<file path="src/rtl/deser_reg.sv">
// deser_reg: serial-to-parallel receiver.
// Gathers one bit per sin_valid strobe into a WIDTH-bit shift register and,
// once WIDTH bits have arrived, hands the word to a valid/ready output
// register. A word that completes while the previous one is still unconsumed
// is dropped, and the sticky overflow flag records the loss.
module deser_reg #(
    parameter int WIDTH     = 8,
    parameter bit MSB_FIRST = 1'b0
) (
    input  logic             clk,
    input  logic             rst,
    input  logic             sin_valid,
    input  logic             sin,
    input  logic             clear,
    output logic [WIDTH-1:0] out_data,
    output logic             out_valid,
    input  logic             out_ready,
    output logic             busy,
    output logic             overflow,
    input  logic             ovf_clr
);

    localparam int            CW       = $clog2(WIDTH);
    localparam logic [CW-1:0] LAST_BIT = CW'(WIDTH - 1);

    logic [WIDTH-1:0] shreg;
    logic [WIDTH-1:0] shreg_next;
    logic [CW-1:0]    bit_cnt;
    logic             shift_en;
    logic             complete;
    logic             transfer;
    logic             drop;

    // clear takes priority over an incoming bit, so an aborted bit never
    // counts and can never complete a word.
    assign shift_en = sin_valid && !clear;
    assign complete = shift_en && (bit_cnt == LAST_BIT);
    assign transfer = out_valid && out_ready;
    // A finished word is lost only if the holding register is occupied and
    // the consumer is not emptying it on this same edge.
    assign drop     = complete && out_valid && !out_ready;
    assign busy     = (bit_cnt != '0);

    // Shift direction selects the serial bit order.
    generate
        if (MSB_FIRST) begin : g_msb_first
            // First bit received travels up to the top of the word.
            always_comb begin
                shreg_next = {shreg[WIDTH-2:0], sin};
            end
        end else begin : g_lsb_first
            // First bit received travels down to bit 0, mirroring the
            // right-shifting transmitter.
            always_comb begin
                shreg_next = {sin, shreg[WIDTH-1:1]};
            end
        end
    endgenerate

    // Shift register and bit counter; the counter wraps on completion so a
    // new word can start on the very next cycle.
    always_ff @(posedge clk or negedge rst) begin
        if (!rst) begin
            shreg   <= '0;
            bit_cnt <= '0;
        end else if (clear) begin
            shreg   <= '0;
            bit_cnt <= '0;
        end else if (sin_valid) begin
            shreg   <= shreg_next;
            bit_cnt <= complete ? '0 : bit_cnt + CW'(1);
        end
    end

    // Output holding register with valid/ready handshake; a completion that
    // coincides with a transfer simply replaces the outgoing word.
    always_ff @(posedge clk or negedge rst) begin
        if (!rst) begin
            out_data  <= '0;
            out_valid <= 1'b0;
        end else if (complete && (!out_valid || out_ready)) begin
            out_data  <= shreg_next;
            out_valid <= 1'b1;
        end else if (transfer) begin
            out_valid <= 1'b0;
        end
    end

    // Sticky overflow flag; a new drop beats a simultaneous clear request.
    always_ff @(posedge clk or negedge rst) begin
        if (!rst) begin
            overflow <= 1'b0;
        end else if (drop) begin
            overflow <= 1'b1;
        end else if (ovf_clr) begin
            overflow <= 1'b0;
        end
    end

endmodule
</file>
<file path="config.mk">
export PLATFORM = sky130hd
export DESIGN_NAME = deser_reg
export DESIGN_NICKNAME = d
export VERILOG_FILES = /design/src/rtl/deser_reg.sv
export SDC_FILE = /design/constraint.sdc
export NUM_CORES = 1
export LEC_CHECK = 0
export BUFFER_PORTS_ARGS = -buffer_cell sky130_fd_sc_hd__clkbuf_2
export CORE_UTILIZATION = 47
export CTS_BUF_LIST = sky130_fd_sc_hd__clkbuf_4 sky130_fd_sc_hd__clkbuf_8
export DETAILED_ROUTE_END_ITERATION = 7
export PLACE_DENSITY = 0.7
export SLEW_MARGIN = 0
export SYNTH_ARGS = -nofsm -noshare
export SYNTH_HDL_FRONTEND = slang
export SYNTH_SLANG_ARGS = --single-unit
</file>
<file path="constraint.sdc">
create_clock -name clk -period 2 [get_ports clk]
set_input_delay 0.5 -clock clk [delete_from_list [all_inputs] [get_ports clk]]
set_output_delay 0.5 -clock clk [all_outputs]
set_load 0.05 [all_outputs]
</file>
==> results.cfg <==
[clock_network]
clockRootBuffer = clkbuf_4
cts_hold_buf = 0
cts.clk_slew.worst_paths_ns = 0.11
post_cts_resized = 0
cts_buffer_depth = 2
cts_max_level = 1
clkSinkCount = 20
clock_latency_ns = 0.29
cts_tree = done
cts_buffers = 3
post_cts_buffers = 0

[floorplanning]
die_h_um = 45.69
ios = 18
rows = 15
coreArea_um2 = 1764
fp.dieW_um = 45.69
initial_core_util_pct = 50.85
dieArea_um2 = 2088

[run_status]
status = completed

[worst_setup_path]
arrival_ns = 1.27
reg2reg_depth = 5
path_max_fanout = 3
crit_type = register to primary output
r2r-end = out_data[4]
required_ns = 1.50
start_kind = register
reg2reg_slack_ns = 0.35
reg2reg_from = bit_cnt[0]
endpoint_kind = primary output

[synth]
synth_area_um2 = 897.1
synthesis.instances = 64
synth_top_family_by_area = multiplexers
synth.distinct_cells = 18
yosysSeqAreaShare_pct = 55.79
synth-xor-area-share_pct = 0.9763
synthMuxAreaShare_pct = 22.32
syn_area_per_cell_um2 = 14.02
syn_nets = 74
post_synth_fa_ha_maj_area_fraction_pct = 4.184
ys_seq_elements = 20
yosys_warnings = 0
synth_simple_gate_area_share_pct = 11.72
synth_compound_area_share_pct = 1.255

[sta]
setup_tns_ns = 0
slew_headroom_pct = 67.74
rsz0062_at_grt = no
setup_viol = 0
fmax_mhz = 565.7
post-route-period-util_pct = 88.39
worst_pin_slew_ns = 0.4839
slew_viol_final = 0
post-route-min-period_ns = 1.768
holdWs_ns = 0.1457
skew_ns = 0.001645
hold_viol = 0
worst_slack_ns = 0.2323

[global_routing]
grt_usage_pct = 14.19
grt.overflow.total = 0
grt_pass1_wl_um = 2056
grt_max_degree = 21
antenna_found_initial = 0
grt_pass1_vias = 500

[final_layout]
syn2layout_area_growth_pct = 15.34
antennaDiodeCount = 0
fin_area_um2 = 1035
fin_util_pct = 58.65
fin_nets = 94
final_cells = 108
drive_above_1_share_pct = 39.76

[routing]
totalWireLength_um = 1332
via_count = 512
viasPerCell = 4.741
drt_iter0_drc = 3
wl_per_cell_um = 12.33
dr.pass1.iters = 3
drc = 0
ant_nets = 0

[placement]
gp_congestion = 0.7063
hpwl_um = 953.6
post-place-ws_ns = 0.3083
dp_cells = 104
numPortBuffers = 17
post_dp_cell_area_um2 = 998.5

[power]
power.total_uw = 706.3
ir_drop_mv = 0.3467
p_leak_nw = 0.5772
power-per-cell-area_nw_per_um2 = 682.6

[flow_run]
max-cap-violations = 0

[min_path]
hold_class = input port to asynchronous set/reset pin
==> worst max-delay path by stage <==
stage | start | end
after floorplan | bit_cnt[0] | out_data[0]
after global placement | clear | out_data[5]
after detailed placement | clear | out_data[5]
after CTS | bit_cnt[0] | busy
after global routing | bit_cnt[0] | busy
final | bit_cnt[0] | busy
==> power by group <==
group	leakage [nW]	internal, mW	total [mW]	switching, mW
registers	0.277	0.411	0.417	0.00565
clock network	0.0210	0.111	0.227	0.116
logic	0.279	0.0228	0.0626	0.0398
total	0.577	0.545	0.706	0.162
==> layer usage <==
| metal | up-vias | track usage (%) | wire length (um) | part of all wire [%] |
|---|---|---|---|---|
| met4 | 0 | 8.824 | 12 | 0.90 |
| met5 | - | 0 | 0 | 0 |
| li1 | 247 | - | - | - |
| met2 | 11 | 22.86 | 640 | 48 |
| met3 | 2 | 2.381 | 47 | 3.5 |
| met1 | 252 | 17.65 | 631 | 47 |
==> registers in the layout, summed over array words and instances, names as in the netlist <==
| register | flops |
|---|---|
| out_valid | 1 |
| bit_cnt | 3 |
| shreg | 7 |
| out_data | 8 |
| overflow | 1 |
==> kinds of logic (layout without fill, tap and decap cells) <==
| family | count (synthesis) | in the layout |
|---|---|---|
| flip-flops | 20 | 20 |
| multiplexers | 16 | 16 |
| AND/OR/NAND/NOR | 16 | 16 |
| buffers and inverters | 6 | 25 |
| adder cells (fa/ha/maj) | 3 | 3 |
| AO/OA/AOI/OAI | 2 | 2 |
| XOR/XNOR | 1 | 1 |
==> worst max-delay path, stage by stage, from the launching register on <==
cell and delay [ns]:
dfrtp_1 0.40, inv_1 0.06, ha_1 0.19, nand2b_1 0.06
clkbuf_2 0.26
==> Yosys cell counts <==
cell type / number / share of area, %
xnor2_1: 1 / 0.98
inv_1: 3 / 1.3
nor2_1: 9 / 3.8
nand2b_4: 1 / 1.5
nand3b_1: 1 / 0.84
buf_6: 1 / 1.3
ha_1: 3 / 4.2
o22ai_1: 1 / 0.70
clkbuf_1: 1 / 0.42
nand2b_1: 2 / 1.4
nand3b_4: 1 / 2.2
mux2i_1: 8 / 8.9
a21oi_1: 1 / 0.56
nor2b_4: 1 / 1.5
buf_4: 1 / 0.84
dfrtp_1: 20 / 56
nand2_1: 1 / 0.42
mux2_4: 8 / 13
==> cell usage in the layout, fill, tap and decap left out <==
cell type,synthesis,routed
clkbuf_2,0,17
ha_1,3,3
nand2b_1,2,2
nand2b_4,1,1
nand3b_4,1,1
nor2b_4,1,1
xnor2_1,1,1
clkbuf_8,0,1
nand2_1,1,1
dfrtp_1,20,20
clkbuf_4,0,3
nand3b_1,1,1
mux2_4,8,8
nor2_1,9,9
o22ai_1,1,1
mux2i_1,8,8
buf_4,1,1
a21oi_1,1,1
inv_1,3,3
==> final cells by class <==
type | instances | area (um^2)
timing repair buffer | 18 | 92.59
multi-input combinational | 38 | 362.8
fill | 165 | 729.5
tap | 25 | 31.28
inverter | 3 | 11.26
clock buffer | 4 | 36.28
sequential | 20 | 500.5
Note: power is estimated with default switching activity, not from simulation.
